## config.mk

```make
export PLATFORM = sky130hd
export DESIGN_NAME = input_feed_ctrl
export DESIGN_NICKNAME = d
export VERILOG_FILES = /design/src/rtl/input_ctrl_pkg.sv /design/src/rtl/feed_counter.sv /design/src/rtl/input_feed_ctrl.sv
export SDC_FILE = /design/constraint.sdc
export NUM_CORES = 1
export LEC_CHECK = 0
export CORE_MARGIN = 4
export CORE_UTILIZATION = 50
export CTS_CLUSTER_SIZE = 8
export DETAILED_ROUTE_END_ITERATION = 6
export HOLD_SLACK_MARGIN = 0.02
export PLACE_DENSITY = 0.77
export SYNTH_ARGS = -nofsm -noshare
export SYNTH_HDL_FRONTEND = slang
export SYNTH_SLANG_ARGS = --single-unit
```

## constraint.sdc

```tcl
create_clock -name clk -period 2.34 [get_ports clk]
set_input_delay 0.702 -clock clk [delete_from_list [all_inputs] [get_ports clk]]
set_output_delay 0.702 -clock clk [all_outputs]
set_load 0.1 [all_outputs]
```

## src/rtl/input_ctrl_pkg.sv

```systemverilog
// Shared types and parameter defaults for the systolic-array input feed controller.
package input_ctrl_pkg;

  localparam int unsigned DefaultN    = 32;
  localparam int unsigned DefaultCntW = 16;

  typedef enum logic [1:0] {
    StIdle,
    StFeed,
    StDrain,
    StDone
  } feed_state_t;

endpackage

```

## src/rtl/feed_counter.sv

```systemverilog
// Up-counter with synchronous clear, enable, and a compare against a terminal value.
module feed_counter #(
  parameter int unsigned CNT_W = 16
) (
  input  logic             clk,
  input  logic             nrst,
  input  logic             clr,
  input  logic             en,
  input  logic [CNT_W-1:0] last_val,
  output logic [CNT_W-1:0] count,
  output logic             at_last
);

  logic [CNT_W-1:0] count_q, count_d;

  always_comb begin
    count_d = count_q;
    if (clr) begin
      count_d = '0;
    end else if (en) begin
      count_d = count_q + CNT_W'(1);
    end
  end

  always_ff @(posedge clk or negedge nrst) begin
    if (!nrst) begin
      count_q <= '0;
    end else begin
      count_q <= count_d;
    end
  end

  assign count   = count_q;
  assign at_last = (count_q == last_val);

endmodule

```

## src/rtl/input_feed_ctrl.sv

```systemverilog
// Feeds num_rows upstream rows into the input array, then zero-fills to flush the skew buffers.
module input_feed_ctrl
  import input_ctrl_pkg::*;
#(
  parameter int unsigned N            = DefaultN,
  parameter int unsigned CNT_W        = DefaultCntW,
  parameter int unsigned DRAIN_CYCLES = N - 1
) (
  input  logic             clk,
  input  logic             nrst,
  input  logic             start,
  input  logic [CNT_W-1:0] num_rows,
  input  logic             in_valid,
  output logic             in_ready,
  input  logic             stall,
  output logic             fifo_en,
  output logic             feed_zero,
  output logic             busy,
  output logic             tile_done,
  output logic [CNT_W-1:0] rows_fed
);

  localparam logic [CNT_W-1:0] DrainLast =
    (DRAIN_CYCLES == 0) ? '0 : CNT_W'(DRAIN_CYCLES - 1);

  feed_state_t      state_q, state_d;
  logic [CNT_W-1:0] num_rows_q, num_rows_d;
  logic             tile_done_q, tile_done_d;

  logic             cnt_clr;
  logic             row_en, row_last;
  logic             drain_en, drain_last;
  logic [CNT_W-1:0] row_cnt, drain_cnt;
  logic             unused_drain_cnt;

  feed_counter #(
    .CNT_W(CNT_W)
  ) u_row_cnt (
    .clk     (clk),
    .nrst    (nrst),
    .clr     (cnt_clr),
    .en      (row_en),
    .last_val(num_rows_q - CNT_W'(1)),
    .count   (row_cnt),
    .at_last (row_last)
  );

  feed_counter #(
    .CNT_W(CNT_W)
  ) u_drain_cnt (
    .clk     (clk),
    .nrst    (nrst),
    .clr     (cnt_clr),
    .en      (drain_en),
    .last_val(DrainLast),
    .count   (drain_cnt),
    .at_last (drain_last)
  );

  assign unused_drain_cnt = ^drain_cnt;

  always_comb begin
    state_d    = state_q;
    num_rows_d = num_rows_q;
    in_ready   = 1'b0;
    fifo_en    = 1'b0;
    feed_zero  = 1'b0;
    cnt_clr    = 1'b0;
    row_en     = 1'b0;
    drain_en   = 1'b0;

    unique case (state_q)
      StIdle: begin
        if (start) begin
          num_rows_d = num_rows;
          cnt_clr    = 1'b1;
          state_d    = (num_rows == '0) ? StDone : StFeed;
        end
      end
      StFeed: begin
        in_ready = !stall;
        fifo_en  = in_valid && !stall;
        row_en   = fifo_en;
        if (fifo_en && row_last) begin
          state_d = (DRAIN_CYCLES == 0) ? StDone : StDrain;
        end
      end
      StDrain: begin
        feed_zero = 1'b1;
        fifo_en   = !stall;
        drain_en  = fifo_en;
        if (fifo_en && drain_last) begin
          state_d = StDone;
        end
      end
      StDone: begin
        state_d = StIdle;
      end
      default: begin
        state_d = StIdle;
      end
    endcase
  end

  // Registered pulse aligned with the single DONE cycle.
  assign tile_done_d = (state_d == StDone);

  always_ff @(posedge clk or negedge nrst) begin
    if (!nrst) begin
      state_q     <= StIdle;
      num_rows_q  <= '0;
      tile_done_q <= 1'b0;
    end else begin
      state_q     <= state_d;
      num_rows_q  <= num_rows_d;
      tile_done_q <= tile_done_d;
    end
  end

  assign busy      = (state_q != StIdle);
  assign tile_done = tile_done_q;
  assign rows_fed  = row_cnt;

endmodule

```

==> flow_metrics.env, run 1 <==
export IMPL_r2r_setup_slack_ps=20
export IMPL_antenna_found_initial=0
export IMPL_setup_viol=0
export IMPL_cts_max_level=2
export IMPL_cts_tree="built"
export IMPL_rsz0062_at_grt="true"
export IMPL_via_per_inst=5.72
export IMPL_cp_depth=7
export IMPL_rr_endpoint="state_q[0]$_DFF_PN0_"
export IMPL_fin_nets=416
export IMPL_worstPathArrival_ps=2510
export IMPL_synth_largest_area_cell="dfrtp_1"
export IMPL_avgSynthCellArea_um2=9.57
export IMPL_die_w_um=86.4
export IMPL_path_delay_family="simple AND/OR/NAND/NOR gates"
export IMPL_syn_inst=321
export IMPL_max_slew_margin_pct=58.1
export IMPL_combPwrFrac_pct=55.9
export IMPL_power_frac_seq_pct=31.0
export IMPL_clkSinkCount=51
export IMPL_core_area_um2=5960
export IMPL_placed_area_um2=3810
export IMPL_syn_num_nets=350
export IMPL_start_util_pct=51.6
export IMPL_drv_cap=0
export IMPL_fin_util_pct=69.3
export IMPL_drtIter0Drc=182
export IMPL_critPathSlowestCell="or4_4"
export IMPL_synthDominantCellAreaShare_pct=41.5
export IMPL_clkLatencyLatePin_ps=310
export IMPL_fin_crit_sh_pct=99.0
export IMPL_grt_pass1_vias=2631
export IMPL_numCtsBuffers=5
export IMPL_avgRoutedWirePerCell_um=16.8
export IMPL_diodes=0
export IMPL_drt_pass1_iterations=4
export IMPL_clockBufferDepth=2
export IMPL_synth_seq_area_share_pct=41.5
export IMPL_cpPeakStageDelay_ps=600
export IMPL_slew_violations=0
export IMPL_ir_drop_mv=0.946
export IMPL_place_gp_congestion=0.868
export IMPL_critPathLaunchType="flip-flop"
export IMPL_internal_power_w=0.00235
export IMPL_io_buffers=41
export IMPL_track_usage_pct=21.4
export IMPL_crit_path_end="state_q[0]$_DFF_PN0_"
export IMPL_end_kind="flip-flop"
export IMPL_worstPathMaxFanout=3
export IMPL_drive_above_1_share_pct=29.4
export IMPL_regToRegStartpoint="num_rows_q[1]$_DFFE_PN0P_"
export IMPL_vias=2650
export IMPL_wl_um=7790
export IMPL_cts_root_buf="clkbuf_8"
export IMPL_leakagePower_nw=1.78
export IMPL_pwr_share_clk_pct=13.1
export IMPL_status="finished clean"
export IMPL_synth_warnings=0
export IMPL_hold_viol=0
export IMPL_rr_worst_depth=7
export IMPL_crit_start="num_rows_q[1]$_DFFE_PN0P_"
export IMPL_synthesis_area_um2=3070
export IMPL_crit_buf_inv=1
export IMPL_critPathKind="reg -> reg"
export IMPL_skew_ps=9.91
export IMPL_netlist_top_cells_area="dfrtp_1, xor2_1, nor2_1"
export IMPL_min_period_ps=2320
export IMPL_fill_cells=430
export IMPL_areaGrowthSynthToFinish_pct=34.4
export IMPL_p_per_area_nw_per_um2=1010
export IMPL_required_ps=2530
export IMPL_hold_class="in -> async"
export IMPL_grt_pass1_wl_um=12700
export IMPL_hpwl_um=5570
export IMPL_post_synth_num_cell_types=48
export IMPL_grt_max_degree=53
export IMPL_multi_input_area_um2=1830
export IMPL_fmax_mhz=432
export IMPL_overflow=0
export IMPL_final_area_um2=4130
export IMPL_worstMarginPinSlew_ps=628
export IMPL_drc=0
export IMPL_regArea_um2=1280
export IMPL_ys_ff_latch=51
export IMPL_clk_pin_slew_ps=100
export IMPL_crit_path_cell_trace="or4_4, buf_6, nor4b_4, a31oi_1, o32a_1, a2111oi_4, a21oi_1"
export IMPL_p_sw_w=0.00182
export IMPL_drtAntennaViolNets=0
export IMPL_power_switching_share_pct=43.6
export IMPL_die_h_um=86.4
export IMPL_io_pins=42
export IMPL_num_rows=28
export IMPL_die_area_um2=7460
## synth_stat cells (all sizes together)
cell type and n:
o211ai 1, ha 8, nor3 6, a221oi 1, nand4 10, dfrtp 51
and4 3, and2 2, nand4b 1, clkbuf 12, nand3 17, or3 2
mux2i 3, or4b 1, o31ai 2, a211oi 1, nor4 9, nor4b 3
and3 9, xor2 32, a21oi 8, and3b 1, o32a 1, nor2 45
nor3b 2, or3b 1, a31oi 3, buf 6, nand2 17, a2111oi 1
o311ai 1, a2bb2oi 1, xnor2 19, mux2 12, o21a 2, o221ai 1
nor2b 4, nand3b 1, inv 9, nor4bb 1, or4 2, o2111ai 1
o21ai 8
## worst register-to-register path: stages, from the launching register on
cell and delay (ps):
dfrtp_1 420, or4_4 600, buf_6 160, nor4b_4 230, a31oi_1 70, o32a_1 240, a2111oi_4 370, a21oi_1 110
## worst min path at each step
stage	start	to	cells past startpoint
final	nrst	num_rows_q[0]$_DFFE_PN0P_	1
after global routing	nrst	u_drain_cnt.count[10]$_DFFE_PN0P_	1
after CTS	nrst	u_row_cnt.count[0]$_DFFE_PN0P_	1
after detailed placement	num_rows_q[15]$_DFFE_PN0P_	num_rows_q[15]$_DFFE_PN0P_	1
after global placement	num_rows_q[15]$_DFFE_PN0P_	num_rows_q[15]$_DFFE_PN0P_	1
after floorplan	nrst	num_rows_q[0]$_DFFE_PN0P_	0
## cells in the final DEF, fill, tap and decap left out, types with 5 or more instances in the layout
master            n
mux2_2           12
nand3_1          17
buf_4            40
nor3_1            5
xnor2_1          17
nand4_1          10
clkbuf_8          5
a21oi_1           8
clkdlybuf4s50_1  17
nand2_1          17
o21ai_0           5
inv_1             5
dfrtp_1          47
nor2_1           43
ha_1              5
xor2_1           32
buf_12           13
and3_1            8
nor4_1            6
## power groups by stage
stage | sequential [W] | combinational [W] | clock, W
final | 0.00129 | 0.00233 | 0.000548
after global routing | 0.00132 | 0.00252 | 0.000594
after global placement | 0.00127 | 0.00197 | 0
after CTS | 0.00127 | 0.00209 | 0.000556
after detailed placement | 0.00128 | 0.00203 | 0
after floorplan | 0.00141 | 0.00120 | 0
## registers in the layout (all words and copies together), names as in the netlist
| signal | flops |
|---|---|
| num_rows_q | 16 |
| u_drain_cnt.count | 16 |
| u_row_cnt.count | 16 |
| state_q | 2 |
| tile_done | 1 |
## through the flow
| step | hold WS (ps) | setup TNS (ps) | worst slack [ps] | cells | power [W] |
|---|---|---|---|---|---|
| 6_report | 401 | 0 | 23.5 | 463 | 0.00417 |
| 5_1_grt | 429 | -138 | -49.0 | 463 | 0.00443 |
| 4_1_cts | 412 | 0 | 0.916 | 458 | 0.00391 |
| 3_5_place_dp | 522 | -1690 | -360 | 447 | 0.00331 |
| 3_3_place_gp | 511 | -966 | -263 | 447 | 0.00324 |
| 2_1_floorplan | 406 | -269 | -269 | 321 | 0.00261 |
## what timing repair did
action,CTS,global route
endpoints found under the setup margin,4,4
gates resized for setup,9,28
hold buffers,0,0
pin swaps,3,15
buffers inserted,3,6
## cells by family after synthesis
group / Yosys count / share of synthesized area, %
adders and majority gates: 8 / 3.26
AOI/OAI and AO/OA: 32 / 7.33
muxes: 15 / 5.37
buffers and inverters: 27 / 3.70
xor gates and xnor gates: 51 / 14.5
and+or+nand+nor: 137 / 24.3
DFF: 51 / 41.5
## layer usage
metal	GRT usage [%]	vias up	wire length, µm
met4	6.09	0	174
met3	3.52	19	373
met5	0	-	0
li1	-	1255	-
met2	35.7	77	3950
met1	28.8	1299	3300
## final cells by class
cell class	instances	area share, %
Clock buffer	5	1.67
Clock inverter	3	0.636
Inverter	9	0.818
Multi-Input combinational cell	243	44.3
Sequential cell	51	31.0
Tap cell	75	2.27
Timing Repair Buffer	77	19.3
Note: power is estimated with default switching activity, not from simulation.
==> inputs of run 2 (changes only) <==
- TNS_END_PERCENT: default -> 10
==> flow_metrics.env, run 2 (same netlist as run 1, synthesis figures left out) <==
export IMPL_placed_area_um2=3870
export IMPL_drv_cap=0
export IMPL_cts_tree="built"
export IMPL_max_slew_margin_pct=67.1
export IMPL_drive_above_1_share_pct=24.9
export IMPL_regArea_um2=1280
export IMPL_grt_pass1_wl_um=12700
export IMPL_hpwl_um=5600
export IMPL_skew_ps=7.10
export IMPL_fin_util_pct=67.9
export IMPL_diodes=0
export IMPL_clockBufferDepth=2
export IMPL_hold_viol=0
export IMPL_drt_pass1_iterations=4
export IMPL_drtIter0Drc=143
export IMPL_setup_viol=3
export IMPL_required_ps=2600
export IMPL_vias=2556
export IMPL_areaGrowthSynthToFinish_pct=31.6
export IMPL_clkSinkCount=51
export IMPL_rsz0062_at_grt="true"
export IMPL_io_buffers=41
export IMPL_ir_drop_mv=0.735
export IMPL_start_util_pct=51.6
export IMPL_min_period_ps=2360
export IMPL_hold_class="in -> async"
export IMPL_final_common_cell="dfrtp_1"
export IMPL_overflow=0
export IMPL_worstMarginPinSlew_ps=487
export IMPL_clkLatencyLatePin_ps=310
export IMPL_fin_nets=413
export IMPL_regToRegStartpoint="num_rows_q[1]$_DFFE_PN0P_"
export IMPL_drtAntennaViolNets=0
export IMPL_cpPeakStageDelay_ps=430
export IMPL_grt_pass1_vias=2638
export IMPL_worstPathMaxFanout=6
export IMPL_core_area_um2=5960
export IMPL_violations="negative setup slack"
export IMPL_multi_input_area_um2=1740
export IMPL_critPathLaunchType="flip-flop"
export IMPL_setup_tns_ps=-47.7
export IMPL_cts_max_level=2
export IMPL_antenna_found_initial=0
export IMPL_r2r_setup_slack_ps=-20
export IMPL_die_w_um=86.4
export IMPL_avgRoutedWirePerCell_um=16.3
export IMPL_fin_crit_sh_pct=101
export IMPL_crit_path_cell_trace="inv_1, ha_2, nor3b_1, buf_4, buf_4, nand4b_1, xnor2_1, o2111ai_1, buf_4, a2111oi_4, o21a_1"
export IMPL_worstPathArrival_ps=2610
export IMPL_critPathKind="reg -> reg"
export IMPL_final_area_um2=4040
export IMPL_clk_pin_slew_ps=90
export IMPL_track_usage_pct=21.5
export IMPL_drc=0
export IMPL_end_kind="flip-flop"
export IMPL_die_area_um2=7460
export IMPL_setup_slack_ps=-17.1
export IMPL_slew_violations=0
export IMPL_io_pins=42
export IMPL_num_rows=28
export IMPL_path_common_cell="buf_4"
export IMPL_ctsHoldBuffers=0
export IMPL_p_per_area_nw_per_um2=975
export IMPL_wl_um=7490
export IMPL_status="finished with violations"
export IMPL_place_gp_congestion=0.821
export IMPL_critPathSlowestCell="dfrtp_1"
export IMPL_grt_max_degree=36
export IMPL_fmax_mhz=424
export IMPL_cts_root_buf="clkbuf_8"
export IMPL_fill_cells=471
export IMPL_via_per_inst=5.56
export IMPL_leakagePower_nw=1.74
export IMPL_die_h_um=86.4
export IMPL_rr_worst_depth=11
export IMPL_final_cell_mix="dfrtp_1, nor2_1, buf_4"
export IMPL_rr_endpoint="state_q[1]$_DFF_PN0_"
export IMPL_numCtsBuffers=5
==> run 2: layer usage <==
metal	GRT usage (%)	routed length (µm)	vias up
met3	3.33	279	15
met2	37.1	3830	49
met4	7.65	166	0
met5	0	0	-
li1	-	-	1247
met1	27.2	3210	1245
==> run 2: stage by stage <==
step                hold slack [ps]  total power, W  instances  worst slack, ps
floorplan                       406         0.00261        321             -269
global placement                513         0.00325        449             -264
detailed placement              529         0.00333        449             -357
CTS                             188         0.00389        459             3.21
global route                    187         0.00419        460             -129
finish                          192         0.00394        460            -17.1
==> run 2: cell type report <==
type	instances	share of cell area (%)
multi-input combinational	243	43.1
clock buffer	5	1.70
tap	75	2.32
clock inverter	3	0.588
inverter	9	0.835
timing repair buffer	74	19.9
sequential	51	31.6
==> run 2: power breakdown <==
group          switching, W  internal [W]  total [W]
sequential         0.000219       0.00107    0.00129
combinational       0.00117      0.000952    0.00213
clock              0.000313      0.000214   0.000527
==> run 2: critical path, delay by kind of cell, from the launching register on <==
kind,cells,cell delay [ps]
adder cells (fa/ha/maj),1,180
AO/OA/AOI/OAI,3,660
AND/OR/NAND/NOR,2,280
buffers and inverters,4,590
flip-flops,1,430
XOR/XNOR,1,150
==> run 2: worst max path at each step <==
stage	slack [ps]	cells past startpoint	from	to
floorplan	-270	4	state_q[0]$_DFF_PN0_	fifo_en
global placement	-260	7	stall	state_q[0]$_DFF_PN0_
finish	-20	11	num_rows_q[1]$_DFFE_PN0P_	state_q[1]$_DFF_PN0_
CTS	3	11	num_rows_q[0]$_DFFE_PN0P_	tile_done$_DFF_PN0_
global route	-130	11	num_rows_q[1]$_DFFE_PN0P_	state_q[0]$_DFF_PN0_
detailed placement	-360	7	stall	state_q[0]$_DFF_PN0_
==> run 2: timing repair <==
item	4_1_cts	5_1_grt
setup buffers	2	1
pin swaps	4	6
endpoints found under the setup margin	4	4
gates resized for setup	7	11
==> inputs of run 3 (changes only) <==
- MAX_ROUTING_LAYER: default -> met4
==> flow_metrics.env, run 3 (same netlist as run 1, synthesis figures left out) <==
export IMPL_rsz0062_at_grt="true"
export IMPL_worstPathArrival_ps=2620
export IMPL_wl_um=7500
export IMPL_internal_power_w=0.00224
export IMPL_violations="negative setup slack"
export IMPL_hold_class="in -> async"
export IMPL_worstPathMaxFanout=6
export IMPL_slew_violations=0
export IMPL_cts_root_buf="clkbuf_8"
export IMPL_drv_cap=0
export IMPL_drt_pass1_iterations=4
export IMPL_final_common_cell="dfrtp_1"
export IMPL_dp_cells=449
export IMPL_areaGrowthSynthToFinish_pct=31.6
export IMPL_io_pins=42
export IMPL_fin_crit_sh_pct=101
export IMPL_clkSinkCount=51
export IMPL_rr_endpoint="state_q[1]$_DFF_PN0_"
export IMPL_antenna_found_initial=0
export IMPL_setup_viol=3
export IMPL_fin_nets=413
export IMPL_power_switching_share_pct=43.3
export IMPL_numCtsBuffers=5
export IMPL_power_frac_seq_pct=32.7
export IMPL_via_per_inst=5.55
export IMPL_crit_path_end="state_q[1]$_DFF_PN0_"
export IMPL_clockBufferDepth=2
export IMPL_p_sw_w=0.00171
export IMPL_grt_max_degree=36
export IMPL_drtAntennaViolNets=0
export IMPL_io_buffers=41
export IMPL_grt_pass1_vias=2642
export IMPL_num_rows=28
export IMPL_core_area_um2=5960
export IMPL_clkLatencyLatePin_ps=310
export IMPL_critPathKind="reg -> reg"
export IMPL_combPwrFrac_pct=53.9
export IMPL_drtIter0Drc=137
export IMPL_ir_drop_mv=0.735
export IMPL_avgRoutedWirePerCell_um=16.3
export IMPL_leakagePower_nw=1.74
export IMPL_hpwl_um=5600
export IMPL_vias=2555
export IMPL_finalNonFillerCells=460
export IMPL_setup_slack_ps=-26.7
export IMPL_hold_viol=0
export IMPL_min_period_ps=2370
export IMPL_required_ps=2600
export IMPL_status="finished with violations"
export IMPL_rr_worst_depth=11
export IMPL_crit_start="num_rows_q[1]$_DFFE_PN0P_"
export IMPL_max_slew_margin_pct=66.5
export IMPL_regToRegStartpoint="num_rows_q[1]$_DFFE_PN0P_"
export IMPL_fmax_mhz=423
export IMPL_totalPowerFinal_w=0.00394
export IMPL_cts_tree="built"
export IMPL_final_cell_mix="dfrtp_1, nor2_1, buf_4"
export IMPL_hold_ws_ps=192
export IMPL_overflow=0
export IMPL_end_kind="flip-flop"
export IMPL_drc=0
export IMPL_diodes=0
export IMPL_pwr_share_clk_pct=13.4
export IMPL_critPathLaunchType="flip-flop"
export IMPL_skew_ps=7.04
export IMPL_track_usage_pct=22.1
export IMPL_setup_tns_ps=-76.8
export IMPL_r2r_setup_slack_ps=-30
export IMPL_start_util_pct=51.6
export IMPL_cts_max_level=2
export IMPL_grt_pass1_wl_um=12700
export IMPL_die_w_um=86.4
export IMPL_die_h_um=86.4
export IMPL_clk_pin_slew_ps=100
export IMPL_worstMarginPinSlew_ps=496
export IMPL_pre_cts_slack_ps=-357
export IMPL_place_gp_congestion=0.833
export IMPL_p_per_area_nw_per_um2=975
export IMPL_drive_above_1_share_pct=24.9
export IMPL_die_area_um2=7460
[run 3: cell counts in the layout (fill, tap and decap cells not counted)]
Identical to the previous run, type by type.
[run 3: cell type report]
class | instances | area (µm²)
repair buffers | 74 | 806
multi-input cells | 243 | 1740
flip-flops and latches | 51 | 1280
clock inverters | 3 | 23.8
inverters | 9 | 33.8
fillers | 471 | 1910
clock buffers | 5 | 68.8
well taps | 75 | 93.8
[run 3: power by group through the flow]
stage | logic, W | clock network [W] | registers (W)
after global routing | 0.00230 | 0.000575 | 0.00131
after detailed placement | 0.00203 | 0 | 0.00129
final | 0.00213 | 0.000528 | 0.00129
after floorplan | 0.00120 | 0 | 0.00141
after CTS | 0.00207 | 0.000542 | 0.00127
after global placement | 0.00197 | 0 | 0.00128
[run 3: timing repair]
| item | CTS | global route |
|---|---|---|
| pin swaps | 4 | 6 |
| hold buffers | 0 | 0 |
| gates resized for setup | 7 | 11 |
| setup endpoints to repair | 4 | 4 |
| buffers inserted | 2 | 1 |
[run 3: worst min-delay path by stage]
stage | startpoint | end | slack, ps | depth (start not counted)
final | nrst | num_rows_q[0]$_DFFE_PN0P_ | 190 | 1
after floorplan | nrst | num_rows_q[0]$_DFFE_PN0P_ | 410 | 0
after CTS | nrst | num_rows_q[0]$_DFFE_PN0P_ | 190 | 1
after detailed placement | nrst | num_rows_q[0]$_DFFE_PN0P_ | 530 | 1
after global routing | nrst | num_rows_q[7]$_DFFE_PN0P_ | 190 | 1
after global placement | num_rows_q[15]$_DFFE_PN0P_ | num_rows_q[15]$_DFFE_PN0P_ | 510 | 1
[run 3: metrics by stage]
step	area [µm²]	utilization, %
floorplan	3080	-
global placement	3870	65.0
detailed placement	3870	65.0
CTS	3990	67.0
global route	4040	67.9
finish	4040	67.9
[run 3: per-layer routing]
| layer | GRT usage [%] | share of wire [%] | routed length (µm) | vias to the layer above |
|---|---|---|---|---|
| met1 | 27.1 | 43 | 3230 | 1244 |
| met2 | 37.2 | 51 | 3830 | 52 |
| li1 | - | - | - | 1246 |
| met4 | 7.65 | 2.0 | 150 | 0 |
| met5 | - | 0 | 0 | - |
| met3 | 3.33 | 3.8 | 286 | 13 |
[run 3: worst max-delay path, stage by stage, from the launching register on]
cell	delay, ps
dfrtp_1	430
inv_1	90
ha_2	180
nor3b_1	180
buf_4	180
buf_4	150
nand4b_1	110
xnor2_1	160
o2111ai_1	140
buf_4	170
a2111oi_4	340
o21a_1	180
